**config.mk**
```make
export PLATFORM = sky130hd
export DESIGN_NAME = seg_scan_display_flat
export DESIGN_NICKNAME = d
export VERILOG_FILES = /design/src/rtl/seg_pkg.sv /design/src/rtl/seg_scan_display_if.sv /design/src/rtl/seg_scan_display_bin2bcd_seq.sv /design/src/rtl/seg_scan_display.sv /design/src/flat_wrapper.sv
export SDC_FILE = /design/constraint.sdc
export NUM_CORES = 1
export LEC_CHECK = 0
export ABC_CLOCK_PERIOD_IN_PS = 3460
export BUFFER_PORTS_ARGS = -buffer_cell sky130_fd_sc_hd__buf_2
export CAP_MARGIN = 20
export CORE_ASPECT_RATIO = 2
export CORE_UTILIZATION = 52
export DETAILED_ROUTE_END_ITERATION = 10
export HOLD_SLACK_MARGIN = 0.02
export MAX_ROUTING_LAYER = met4
export PLACE_DENSITY_LB_ADDON = 0.1
export SLEW_MARGIN = 20
export SYNTH_ARGS = -nofsm -noshare
export SYNTH_HDL_FRONTEND = slang
export SYNTH_HIERARCHICAL = 1
export SYNTH_SLANG_ARGS = --single-unit
export TNS_END_PERCENT = 100
```
**constraint.sdc**
```tcl
create_clock -name i_clk -period 3.46 [get_ports i_clk]
set_input_delay 0.692 -clock i_clk [delete_from_list [all_inputs] [get_ports i_clk]]
set_output_delay 0.692 -clock i_clk [all_outputs]
set_load 0.02 [all_outputs]
```
**src/rtl/seg_pkg.sv**
```systemverilog
// Shared types, segment table and sizing helpers for the multiplexed
// seven-segment display driver.
package seg_pkg;

    typedef enum logic [1:0] {
        ST_IDLE = 2'd0,
        ST_CONV = 2'd1,
        ST_LOAD = 2'd2
    } conv_state_t;

    // Segment patterns for decimal digits, bit order GFEDCBA (bit 0 = A).
    localparam logic [6:0] SEG_CODE [0:9] = '{
        7'b0111111, 7'b0000110, 7'b1011011, 7'b1001111, 7'b1100110,
        7'b1101101, 7'b1111101, 7'b0000111, 7'b1111111, 7'b1101111
    };

    localparam logic [6:0] SEG_BLANK = 7'b0000000;

    function automatic logic [6:0] seg_decode(input logic [3:0] nibble);
        logic [6:0] code;
        code = SEG_CODE[0];
        case (nibble)
            4'd0:    code = SEG_CODE[0];
            4'd1:    code = SEG_CODE[1];
            4'd2:    code = SEG_CODE[2];
            4'd3:    code = SEG_CODE[3];
            4'd4:    code = SEG_CODE[4];
            4'd5:    code = SEG_CODE[5];
            4'd6:    code = SEG_CODE[6];
            4'd7:    code = SEG_CODE[7];
            4'd8:    code = SEG_CODE[8];
            4'd9:    code = SEG_CODE[9];
            default: code = SEG_CODE[0];
        endcase
        return code;
    endfunction

    // Counter width able to hold 0..n-1, never narrower than one bit.
    function automatic int clog2_min1(input int n);
        return (n <= 1) ? 1 : $clog2(n);
    endfunction

endpackage

```
**src/rtl/seg_scan_display_if.sv**
```systemverilog
// Value inputs and display pin outputs of the scan display driver, bundled
// so the counter logic (master) and the driver (slave) share one port.
interface seg_scan_display_if #(
    parameter int NDIG  = 2,
    parameter int VAL_W = 6
);

    logic [VAL_W-1:0] val;
    logic [VAL_W-1:0] aval;
    logic             alarm;
    logic             blink_en;
    logic [NDIG-1:0]  dp_mask;
    logic [6:0]       seg;
    logic             dp;
    logic [NDIG-1:0]  dig_en;
    logic             busy;

    modport master (
        output val, aval, alarm, blink_en, dp_mask,
        input  seg, dp, dig_en, busy
    );

    modport slave (
        input  val, aval, alarm, blink_en, dp_mask,
        output seg, dp, dig_en, busy
    );

endinterface

```
**src/rtl/seg_scan_display_bin2bcd_seq.sv**
```systemverilog
// Sequential double-dabble converter: one shift/add-3 step per cycle,
// VAL_W steps after a start pulse, done flags the final step.
module bin2bcd_seq
    import seg_pkg::*;
#(
    parameter int VAL_W = 6,
    parameter int NDIG  = 2
) (
    input  logic               i_clk,
    input  logic               i_rst_n,
    input  logic               i_start,
    input  logic [VAL_W-1:0]   i_bin,
    output logic [NDIG*4-1:0]  o_bcd,
    output logic               o_done
);

    localparam int CNT_W = clog2_min1(VAL_W);
    localparam int BCD_W = NDIG * 4;

    logic [VAL_W-1:0] r_bin;
    logic [BCD_W-1:0] r_acc;
    logic [CNT_W-1:0] r_cnt;
    logic             r_active;
    logic [BCD_W-1:0] w_adj;

    // Correct every BCD nibble that would overflow past 9 on the next shift.
    generate
        for (genvar gi = 0; gi < NDIG; gi++) begin : g_adj
            assign w_adj[gi*4 +: 4] = (r_acc[gi*4 +: 4] >= 4'd5) ?
                                      (r_acc[gi*4 +: 4] + 4'd3) :
                                      r_acc[gi*4 +: 4];
        end
    endgenerate

    assign o_done = r_active && (r_cnt == CNT_W'(VAL_W - 1));
    assign o_bcd  = r_acc;

    always_ff @(posedge i_clk or negedge i_rst_n) begin
        if (!i_rst_n) begin
            r_bin    <= '0;
            r_acc    <= '0;
            r_cnt    <= '0;
            r_active <= 1'b0;
        end else if (i_start) begin
            r_bin    <= i_bin;
            r_acc    <= '0;
            r_cnt    <= '0;
            r_active <= 1'b1;
        end else if (r_active) begin
            {r_acc, r_bin} <= {w_adj, r_bin} << 1;
            r_cnt          <= r_cnt + 1'b1;
            if (o_done) begin
                r_active <= 1'b0;
            end
        end
    end

endmodule

```
**src/rtl/seg_scan_display.sv**
```systemverilog
// Multiplexed seven-segment driver: converts the live or alarm value to BCD,
// scans NDIG digits over a shared segment bus, with decimal points and blink.
module seg_scan_display
    import seg_pkg::*;
#(
    parameter int NDIG       = 2,
    parameter int VAL_W      = 6,
    parameter int MAX_VAL    = 59,
    parameter int SCAN_DIV   = 1000,
    parameter int BLINK_DIV  = 250,
    parameter int ACTIVE_LOW = 0
) (
    input  logic              i_clk,
    input  logic              i_rst_n,
    seg_scan_display_if.slave io_disp
);

    localparam int   IDX_W = clog2_min1(NDIG);
    localparam int   PRE_W = clog2_min1(SCAN_DIV);
    localparam int   BLK_W = clog2_min1(BLINK_DIV);
    localparam logic INV   = (ACTIVE_LOW != 0);

    conv_state_t        r_state;
    conv_state_t        w_state_next;
    logic               w_start;
    logic               w_busy;
    logic               w_load;
    logic [VAL_W-1:0]   w_sel_val;
    logic [VAL_W-1:0]   r_src;
    logic [NDIG*4-1:0]  w_bcd;
    logic               w_done;
    logic [NDIG*4-1:0]  r_digits;

    logic [PRE_W-1:0]   r_presc;
    logic               w_tick;
    logic [IDX_W-1:0]   r_index;
    logic [BLK_W-1:0]   r_blink_cnt;
    logic               r_phase;
    logic               w_blink_act;

    logic [3:0]         w_digit_arr [NDIG];
    logic [NDIG-1:0]    w_onehot;
    logic [6:0]         w_seg_raw;
    logic               w_dp_raw;
    logic [6:0]         r_seg;
    logic               r_dp;
    logic [NDIG-1:0]    r_dig_en;

    assign w_sel_val = io_disp.alarm ? io_disp.aval : io_disp.val;

    bin2bcd_seq #(
        .VAL_W (VAL_W),
        .NDIG  (NDIG)
    ) u_bin2bcd (
        .i_clk   (i_clk),
        .i_rst_n (i_rst_n),
        .i_start (w_start),
        .i_bin   (w_sel_val),
        .o_bcd   (w_bcd),
        .o_done  (w_done)
    );

    always_ff @(posedge i_clk or negedge i_rst_n) begin
        if (!i_rst_n) begin
            r_state <= ST_IDLE;
        end else begin
            r_state <= w_state_next;
        end
    end

    always_comb begin
        w_state_next = r_state;
        w_start      = 1'b0;
        w_busy       = 1'b0;
        w_load       = 1'b0;
        case (r_state)
            ST_IDLE: begin
                w_start      = 1'b1;
                w_state_next = ST_CONV;
            end
            ST_CONV: begin
                w_busy = 1'b1;
                if (w_done) begin
                    w_state_next = ST_LOAD;
                end
            end
            ST_LOAD: begin
                w_load       = 1'b1;
                w_state_next = ST_IDLE;
            end
            default: w_state_next = ST_IDLE;
        endcase
    end

    // The display only ever changes here, so a half-finished conversion is never shown.
    always_ff @(posedge i_clk or negedge i_rst_n) begin
        if (!i_rst_n) begin
            r_src    <= '0;
            r_digits <= '0;
        end else begin
            if (w_start) begin
                r_src <= w_sel_val;
            end
            if (w_load) begin
                r_digits <= (32'(r_src) > 32'(MAX_VAL)) ? '0 : w_bcd;
            end
        end
    end

    assign w_tick      = (r_presc == PRE_W'(SCAN_DIV - 1));
    assign w_blink_act = io_disp.alarm & io_disp.blink_en;

    always_ff @(posedge i_clk or negedge i_rst_n) begin
        if (!i_rst_n) begin
            r_presc <= '0;
            r_index <= '0;
        end else begin
            r_presc <= w_tick ? '0 : r_presc + 1'b1;
            if (w_tick) begin
                r_index <= (r_index == IDX_W'(NDIG - 1)) ? '0 : r_index + 1'b1;
            end
        end
    end

    always_ff @(posedge i_clk or negedge i_rst_n) begin
        if (!i_rst_n) begin
            r_blink_cnt <= '0;
            r_phase     <= 1'b1;
        end else if (!w_blink_act) begin
            r_blink_cnt <= '0;
            r_phase     <= 1'b1;
        end else if (w_tick) begin
            if (r_blink_cnt == BLK_W'(BLINK_DIV - 1)) begin
                r_blink_cnt <= '0;
                r_phase     <= ~r_phase;
            end else begin
                r_blink_cnt <= r_blink_cnt + 1'b1;
            end
        end
    end

    generate
        for (genvar gi = 0; gi < NDIG; gi++) begin : g_digit
            assign w_digit_arr[gi] = r_digits[gi*4 +: 4];
            assign w_onehot[gi]    = (r_index == IDX_W'(gi));
        end
    endgenerate

    assign w_seg_raw = r_phase ? seg_decode(w_digit_arr[r_index]) : SEG_BLANK;
    assign w_dp_raw  = r_phase & io_disp.dp_mask[r_index];

    // Pin registers: polarity applied last so the internal view is always active-high.
    always_ff @(posedge i_clk or negedge i_rst_n) begin
        if (!i_rst_n) begin
            r_seg    <= {7{INV}};
            r_dp     <= INV;
            r_dig_en <= {NDIG{INV}};
        end else begin
            r_seg    <= w_seg_raw ^ {7{INV}};
            r_dp     <= w_dp_raw ^ INV;
            r_dig_en <= w_onehot ^ {NDIG{INV}};
        end
    end

    assign io_disp.seg    = r_seg;
    assign io_disp.dp     = r_dp;
    assign io_disp.dig_en = r_dig_en;
    assign io_disp.busy   = w_busy;

endmodule

```
**src/flat_wrapper.sv**
```systemverilog
// flat-port wrapper written by rule: the top's interface ports become plain ports
module seg_scan_display_flat import seg_pkg::*;
#(
    parameter int NDIG       = 2,
    parameter int VAL_W      = 6,
    parameter int MAX_VAL    = 59,
    parameter int SCAN_DIV   = 1000,
    parameter int BLINK_DIV  = 250,
    parameter int ACTIVE_LOW = 0
)
  (i_clk, i_rst_n, io_disp_val, io_disp_aval, io_disp_alarm, io_disp_blink_en, io_disp_dp_mask, io_disp_seg, io_disp_dp, io_disp_dig_en, io_disp_busy);
  seg_scan_display_if #(.NDIG(NDIG), .VAL_W(VAL_W)) io_disp_i ();
  input  logic i_clk;
  input  logic i_rst_n;
  input wire logic [$bits(io_disp_i.val)-1:0] io_disp_val;
  input wire logic [$bits(io_disp_i.aval)-1:0] io_disp_aval;
  input wire logic [$bits(io_disp_i.alarm)-1:0] io_disp_alarm;
  input wire logic [$bits(io_disp_i.blink_en)-1:0] io_disp_blink_en;
  input wire logic [$bits(io_disp_i.dp_mask)-1:0] io_disp_dp_mask;
  output wire logic [$bits(io_disp_i.seg)-1:0] io_disp_seg;
  output wire logic [$bits(io_disp_i.dp)-1:0] io_disp_dp;
  output wire logic [$bits(io_disp_i.dig_en)-1:0] io_disp_dig_en;
  output wire logic [$bits(io_disp_i.busy)-1:0] io_disp_busy;
  assign io_disp_i.val = io_disp_val;
  assign io_disp_i.aval = io_disp_aval;
  assign io_disp_i.alarm = io_disp_alarm;
  assign io_disp_i.blink_en = io_disp_blink_en;
  assign io_disp_i.dp_mask = io_disp_dp_mask;
  assign io_disp_seg = io_disp_i.seg;
  assign io_disp_dp = io_disp_i.dp;
  assign io_disp_dig_en = io_disp_i.dig_en;
  assign io_disp_busy = io_disp_i.busy;
  seg_scan_display #(.NDIG(NDIG), .VAL_W(VAL_W), .MAX_VAL(MAX_VAL), .SCAN_DIV(SCAN_DIV), .BLINK_DIV(BLINK_DIV), .ACTIVE_LOW(ACTIVE_LOW)) u_core (.i_clk(i_clk), .i_rst_n(i_rst_n), .io_disp(io_disp_i));
endmodule
```
Word-level counts from Yosys, hierarchy flattened
Memory sizes are Yosys's and may differ from the RTL's.
Index checks and enable logic that the tools add are counted.
{ "classes": {"addsub": 6, "magnitude_cmp": 5, "eq_ne": 8, "mux": 32, "n_bitwise": 5, "n_reduce_logical": 4} }
{ "ops": {"columns": ["op", "n"], "rows": [
  ["$mux 8", 6],
  ["$mux 6", 3],
  ["$mux 4", 4],
  ["$mux 1", 12],
  ["$add 10x1->10 const B", 1],
  ["$eq 10x10->1 const B", 1],
  ["$mux 10", 1],
  ["$mux 3", 3],
  ["$add 8x1->8 const B", 1],
  ["$eq 8x8->1 const B", 1],
  ["$ge 4x3->1 const B", 2],
  ["$mux 7", 1],
  ["$gt 6x6->1 const B", 1],
  ["$add 4x2->4 const B", 1],
  ["$ne 2x2->1 const B", 2],
  ["$pmux 2 s2", 1],
  ["$add 3x1->3 const B", 1],
  ["$add 3x2->3 const B", 1],
  ["$eq 3x3->1 const B", 1],
  ["$and 1x1->1", 2],
  ["$eq 2x1->1 const B", 1],
  ["$eq 2x2->1 const B", 1],
  ["$ge 2x2->1 const B", 1],
  ["$logic_not 2->1", 1],
  ["9 further kinds", 10]
]} }
{ "totals": {"ff_bits": 64, "mem_bits_ro": 112, "input_bits": 18, "elab_cells": 75, "mem_count": 1} }
{ "memory_table": {"columns": ["name", "depth", "word_bits", "rd", "rd_clocked_by_memory_dff", "wr", "line", "text"], "rows": [
  ["(name not given)", 16, 7, 1, 0, 0, "seg_pkg.sv:22", "case (nibble)"]
]} }

Logic depth before layout (Yosys ltp)
Gate-level depths: netlist (run 1).
An unclocked memory read counts as a cell.
{ "logic_depth": {"word_depth": 6, "depth_mapped": 7, "mapped_depth_nobuf": 6} }

By module
The synthesis (run 1) kept the hierarchy.
{ "modules_own_cells": {"columns": ["module", "instances", "cells_each", "area_per_inst_um2"], "rows": [
  ["seg_scan_display", 1, 196, 2069.5],
  ["bin2bcd_seq", 1, 99, 969.7]
]} }

Worst setup path after synthesis (run 1)
No wires, ideal clock.
{ "synth_path": {"path_kind": "reg2reg", "startpoint": "reg u_core.r_presc[0]", "endpoint": "reg u_core.r_blink_cnt[1]", "setup_time_ns": 0.078, "t_arrival_ns": 1.750, "required_time_ns": 3.382, "path_slack_ns": 1.632, "path_stages_with_launch": 7, "path_buffers": 1, "cell_sequence": "dfrtp_1 > ha_1 > nand2_2 > or4_1 > buf_2 > or3_1 > a21oi_1"} }
{ "synth_via": {"elab_chain_len": 2} }
{ "synth_lines": {"columns": ["element", "line", "text"], "rows": [
  ["start, declared", "seg_scan_display.sv:34", "logic [PRE_W-1:0] r_presc;"],
  ["start signal, assigned", "seg_scan_display.sv:118", "r_presc <= w_tick ? '0 : r_presc + 1'b1;"],
  ["$eq 10x10->1", "seg_scan_display.sv:110", "assign w_tick = (r_presc == PRE_W'(SCAN_DIV - 1));"],
  ["$ne 2x1->1 (no line)", null, null],
  ["end signal, assigned", "seg_scan_display.sv:137", "r_blink_cnt <= r_blink_cnt + 1'b1;"],
  ["end, declared", "seg_scan_display.sv:37", "logic [BLK_W-1:0] r_blink_cnt;"]
]} }
No other way between the ends.
A chain may end at the register's enable or synchronous reset.

Worst setup path after layout (run 1)
Ends and elaborated chain as after synthesis.

==> results.md, run 1 <==
- Status: complete, no violations
- Met1 Resource Use GR: 20.93%
- CP startpoint: u_core/r_presc[0]
- Final Cell Area: ~3500 um^2
- Post-route setup TNS: 0 ps
- Routed vias/inst: between 5 and 6
- Dominant cell type by area after synthesis: dfrtp_1
- Post-Layout Cell Count: slightly below 400
- CTS max path bufs: 2
- Syn_nets: 326
- GRT overflow: 0
- Placeable Area: around 5700 um^2
- Number of port buffers: 28
- Post-synthesis sequential area ratio: about half
- Root Driver: clkbuf_16
- First-pass GRT wire length: 9.901 mm
- Most Used Layer, Global Route: met2
- Post-synth ARST share: between 90% and 100%
- R2R Path Start: u_core/r_presc[0]
- Final hold violations: 0
- HPWL after detailed placement: 4.379 mm
- Final Cycle Share: about three fifths
- Number of fill cells: ~490
- Crit path required time: ~3700 ps
- Placed cells: ~380
- Total track usage: 21.73%
- Seq cells post-synth: 62
- Synth area leaders: dfrtp_1, ha_1, nand2_1, mux2i_1, a21oi_1
- Ys flop type: dfrtp_1
- Final worst slack: 1441 ps
- Distinct cells, synth: 54
- Synth top area share: between 50% and 60%
- Most frequent cells in the layout: dfrtp_1, nand2_1, buf_2, nor2_1, a21oi_1
- I/O pins: 29
- Worst VDD drop: roughly 520 uV
- Critical Path End Type: flip-flop
- Rel. slew slack: between 50 and 60%
- Most common cell after layout, fill and taps aside: dfrtp_1
- P&R area growth vs syn: 16.01%
- Actual slew at the worst max-slew pin: 682.8 ps
- Largest net degree at the start of global routing: 47
- GPL Wtd Cong: just over 0.8
- Clock sink total: slightly above 60
- Placed Area: approximately 3200 um^2
- Num CTS Buffers: 9
- Crit-path max FO: 9
- Post-route DRC violation count: 0
- Full die area: 6173 um^2
- Die width: 56.06 um
- Crit start category: flip-flop
- Mapped Cells: between 200 and 300
- Wire length per cell: 15.17 um
- DP Worst Slack: approximately 1500 ps
- Hold slack: about 270 ps
- Class of the worst hold path: in -> async
- Clock slew seen by the registers of the worst setup and hold paths: ~50 ps
- Post-Syn Area per Cell: about 10 um^2
- Clk_lat worst skew: approximately 330 ps
- Setup Skew: between 4 and 5 ps
- Share of cells above drive strength 1: 16.67%
- Ant diodes: 0
- Fin nets: 356
- # hold bufs at CTS: 0
- Leak Pwr: between 0.0015 and 0.002 uW
- Initial Utilization: between 50% and 60%
- Min cycle time layout: 2019 ps
- CTS tree: done
- H-tree levels: 3
- Routed vias: 2246
- Antenna violations before repair: 0
- Initial DRT Pass Iterations: 5
- DRT iter0 DRCs: 98
- Post-synth EDFFs: 0
- Crit Path Class: reg -> reg
- Vias in the first global route: ~2200
- Post-Synthesis Cell Area: between 3000 and 4000 um^2
- YS warnings: 6
- Total wire length: 5.932 mm
- Post_cts resized: 0
- Post-CTS Setup Inserts: 0
- RSZ-0062 raised after global routing: false
- Critical Path AT: about 2300 ps
- Max-cap violations: 0
- Count of final setup violators: 0
- Rows: 39
- Pins over their slew limit: 0
- P per Cell Area: about 560 nW/um^2
- Met3 Use GR: roughly 5.0%
- Global Route met2 Usage: between 40% and 50%
- Max Freq: slightly below 500 MHz
- Post-route antenna net violation count: 0
- Die H: 110.1 um
state kept, by name, indices dropped and copies added, names as in the netlist:
name,flops
u_core/r_blink_cnt,8
u_core/r_phase,1
u_core/r_src,4
u_core/io_disp.dp,1
u_core/r_index,1
u_core/r_state,2
u_core/u_bin2bcd/o_bcd,8
u_core/io_disp.seg,7
u_core/r_presc,10
u_core/u_bin2bcd/r_bin,6
u_core/u_bin2bcd/r_active,1
u_core/r_digits,8
u_core/io_disp.dig_en,2
u_core/u_bin2bcd/r_cnt,3
where the power goes:
part           internal, uW  total, uW  switching, uW
clock network           592        886            295
registers               792        816           24.3
logic                   104        264            160
total                  1490       1970            479
metrics by stage:
step                total power (uW)  util, %
floorplan                       1004        -
detailed placement              1094    56.96
global placement                1083    56.96
finish                          1966    62.29
CTS                             1985    62.29
global route                    2043    62.29
final timing paths:
| kind | slack, ps | cells after the start | end |
|---|---|---|---|
| worst max-delay path | 1440 | 5 | u_core/r_blink_cnt[1] |
| worst min-delay path | 270 | 1 | u_core/r_digits[5] |
| worst max register to register | 1440 | 5 | u_core/r_blink_cnt[1] |
| worst min register to register | 470 | 2 | u_core/r_src[5] |
| max in group asynchronous | 2310 | 2 | u_core/u_bin2bcd/r_bin[1] |
| min in group i_clk | 470 | 2 | u_core/r_src[5] |
final cells by class:
| cell class | count | area, um^2 | area share (%) |
|---|---|---|---|
| Timing Repair Buffer | 31 | 162.7 | 4.613 |
| Clock buffer | 12 | 256.5 | 7.275 |
| Multi-Input combinational cell | 206 | 1376 | 39.03 |
| Tap cell | 61 | 76.32 | 2.165 |
| Inverter | 15 | 56.30 | 1.597 |
| Sequential cell | 62 | 1553 | 44.04 |
| Clock inverter | 4 | 45.04 | 1.278 |
worst max-delay path, stage by stage (launching register included):
cell and delay (ps):
dfrtp_1 370, ha_1 240, nand2_2 110, or4_1 680, or3_1 400, a21oi_1 150
synth_stat cells (all sizes together), types with 5 or more instances:
library cell / count
inv: 15
clkbuf: 6
nand2: 35
mux2: 8
nor2: 21
dfrtp: 61
or3: 5
mux2i: 11
o21ai: 17
a22o: 9
ha: 13
buf: 6
xnor2: 6
nand3: 9
a21oi: 19
kinds of logic (layout without fill, tap and decap cells):
group	count (synthesis)	after routing	synth area share (%)
compound gates	67	67	14.95
xor+xnor	10	10	2.882
fa+ha+maj	13	13	5.352
buf+inv	27	62	3.623
flops	62	62	51.09
mux	19	19	6.587
simple gates	97	97	15.52
routing by layer:
| metal | vias up | share of wire, % | wire length (um) |
|---|---|---|---|
| li1 | 1105 | - | - |
| met1 | 1106 | 37 | 2220 |
| met2 | 24 | 58 | 3433 |
| met3 | 11 | 2.3 | 137 |
| met4 | 0 | 2.4 | 141 |
| met5 | - | 0 | 0 |
Power figures use the tool's default switching activity.
==> run 2, diff against run 1 <==
--- a/config.mk
+++ b/config.mk
@@ -5,7 +5,8 @@
 export SDC_FILE = /design/constraint.sdc
 export NUM_CORES = 1
 export LEC_CHECK = 0
-export ABC_CLOCK_PERIOD_IN_PS = 3460
+export ABC_AREA = 1
+export ABC_CLOCK_PERIOD_IN_PS = 2000
 export BUFFER_PORTS_ARGS = -buffer_cell sky130_fd_sc_hd__buf_2
 export CAP_MARGIN = 20
 export CORE_ASPECT_RATIO = 2
==> constraint.sdc (replaced) <==
create_clock -name i_clk -period 2 [get_ports i_clk]
set_input_delay 0.4 -clock i_clk [delete_from_list [all_inputs] [get_ports i_clk]]
set_output_delay 0.4 -clock i_clk [all_outputs]
set_load 0.02 [all_outputs]
==> results.md, run 2 <==
- Wl on met1: approximately 2.5 mm
- Full die area: 6657 um^2
- Fin nets: roughly 440
- Post-CTS Setup Inserts: 0
- Top cells by count, synth: nand2_1, dfrtp_1, inv_1
- Dominant cell type by area after synthesis: dfrtp_1
- Initial DRT Pass Iterations: 5
- CTS max path bufs: 2
- Max incr delay on CP: between 400 and 500 ps
- Routed vias/inst: between 5 and 6
- Clock sink total: 62
- Actual slew at the worst max-slew pin: roughly 630 ps
- Most frequent cells in the layout: nand2_1, dfrtp_1, inv_1, buf_2, nand3_1
- Distinct cells, synth: 37
- Internal power: 2485 uW
- Synth area leaders: dfrtp_1, nand2_1, inv_1, ha_1, nand3_1
- Die H: ~110 um
- Post-Synthesis Cell Area: 3284 um^2
- Ant diodes: 0
- Largest net degree at the start of global routing: 63
- HPWL after detailed placement: between 4 and 5 mm
- P&R area growth vs syn: 15.16%
- Max-cap violations: 0
- Routed vias: around 2600
- Slowest-stage cell, CP: dfrtp_1
- Power share of the clock group: between 40 and 50%
- Setup slack, reg-to-reg: between 300 and 400 ps
- Root Driver: clkbuf_16
- Class of the worst hold path: in -> async
- Final worst slack: roughly 400 ps
- Seq cells post-synth: 62
- Most common cell after layout, fill and taps aside: nand2_1
- Post-route DRC violation count: 0
- Rows: 40
- Leak Pwr: approximately 0.0019 uW
- Worst VDD drop: slightly above 600 uV
- Min cycle time layout: ~1600 ps
- I/O pins: 29
- Crit path required time: approximately 2200 ps
- GPL Wtd Cong: slightly below 0.8
- Count of final setup violators: 0
- DP Worst Slack: ~460 ps
- Post-synth EDFFs: 0
- Total wire length: 6.460 mm
- Post-synth ARST share: 100.0%
- Clock slew seen by the registers of the worst setup and hold paths: approximately 50 ps
- Number of port buffers: 28
- Share of cells above drive strength 1: between 20% and 30%
- R2R Path Start: u_core/r_index
- Max Freq: slightly above 600 MHz
- Setup Skew: 7.486 ps
- Largest Register: u_core/r_presc
- Syn_nets: 406
- Antenna violations before repair: 0
- Status: complete, no violations
- Final Core Density: 62.46%
- Most used cell, CP: inv_1
- Sw frac: a little over a quarter
- Max reg flops: 10
- Ys flop type: dfrtp_1
- Worst-path cell chain: nand2_1, o21a_1, inv_1, ha_1, inv_1, nor2_1, o21ai_1, inv_1
- Post_cts resized: 0
- # hold bufs at CTS: 0
- Rel. slew slack: 57.99%
- Routed wl met3: between 150 and 200 um
- R2R depth: 8
- Wire length on met2: 3.580 mm
- Placeable Area: around 6100 um^2
- Critical Path AT: roughly 1800 ps
- GRT overflow: 0
- Sw Pwr: between 800 and 900 uW
- Final Cycle Share: about four fifths
- Wire length per cell: roughly 13 um
- Mapped Cells: approximately 380
- Tot Pwr: 3379 uW
- H-tree levels: 3
- Pins over their slew limit: 0
- Highest routed layer: met4
- Synth top area share: a little under half
- Post-route antenna net violation count: 0
- DRT iter0 DRCs: between 150 and 200
- Crit-path max FO: 8
- Num CTS Buffers: 9
- Post-route setup TNS: 0 ps
- P per Cell Area: 893.4 nW/um^2
- Crit Path Class: reg -> reg
- Seq pwr share: between 40% and 50%
- Critical Path End Type: flip-flop
- Initial Utilization: between 50% and 60%
- RSZ-0062 raised after global routing: false
- Post-Syn Area per Cell: about 8.8 um^2
- Count leader, synth: nand2_1
- CP startpoint: u_core/r_index
- Post-synthesis sequential area ratio: a little under half
- Crit start category: flip-flop
- Total track usage: between 20% and 30%
- Final hold violations: 0
- Hold slack: between 70 and 80 ps
- CTS tree: done
- Logic gate share of total power: roughly 15%
- Vias in the first global route: 2519
- YS warnings: 6
- R2R Path End: u_core/io_disp.seg[3]
- First-pass GRT wire length: between 10 and 15 mm
- Clk_lat worst skew: roughly 330 ps
- Die width: just under 60 um
run 2: changes by cell type in the layout (fill, tap and decap cells not counted), moves of 6 or more:
cell     before  now
a22o_1        9    0
nand2_1      34   84
a21oi_1      19   11
mux2i_1      11    0
nand3_1       9   28
nand2_2       1    7
inv_1        14   50
mux2_1        6    0
o21ai_0       9   24
nor2_4        0    6
run 2: per-layer routing:
layer / global-route usage (%) / up-vias
met5: - / -
met4: 10.79 / 0
met3: 4.181 / 17
met2: 40.46 / 54
met1: 23.87 / 1226
li1: - / 1277
run 2: power by group through the flow:
stage | clock network (uW) | logic [uW] | registers (uW)
3_5_place_dp | 0 | 512 | 1440
5_1_grt | 1530 | 580 | 1430
6_report | 1440 | 518 | 1420
2_1_floorplan | 0 | 275 | 1510
3_3_place_gp | 0 | 507 | 1440
4_1_cts | 1490 | 517 | 1420
run 2: metrics by stage:
| stage | area [um^2] | cells |
|---|---|---|
| after floorplan | 3284 | 375 |
| after global placement | 3500 | 483 |
| after detailed placement | 3500 | 483 |
| after CTS | 3782 | 499 |
| after global routing | 3782 | 499 |
| final | 3782 | 499 |
run 2: area by class of cell:
type / instances / area (um^2)
fill: 536 / 2273
sequential: 62 / 1553
multi-input combinational: 250 / 1453
clock buffer: 15 / 277.8
inverter: 57 / 221.5
timing repair buffer: 30 / 167.7
tap: 84 / 105.1
clock inverter: 1 / 5.005
run 2: cell families after synthesis:
group | after synthesis | synth area share (%)
and+or+nand+nor | 161 | 23.28
AOI/OAI and AO/OA | 65 | 12.76
buffers and inverters | 63 | 8.495
DFF | 62 | 47.28
adders and majority gates | 13 | 4.953
xor gates and xnor gates | 7 | 1.867
muxes | 4 | 1.371
run 2: critical path: cells and delay by family (launching register included):
| family | cells | cell delay (ps) |
|---|---|---|
| AND/OR/NAND/NOR | 2 | 170 |
| AO/OA/AOI/OAI | 2 | 350 |
| flip-flops | 1 | 480 |
| adder cells (fa/ha/maj) | 1 | 290 |
| buffers and inverters | 3 | 210 |
run 2: worst max-delay path by stage:
stage                                       end  slack, ps  depth (start not counted)
after floorplan           u_core/io_disp.seg[3]        500                          9
after global placement    u_core/io_disp.seg[3]        500                          8
after detailed placement  u_core/io_disp.seg[3]        460                          8
after CTS                          io_disp_busy        410                          4
after global routing      u_core/io_disp.seg[3]        170                          8
final                     u_core/io_disp.seg[3]        400                          8
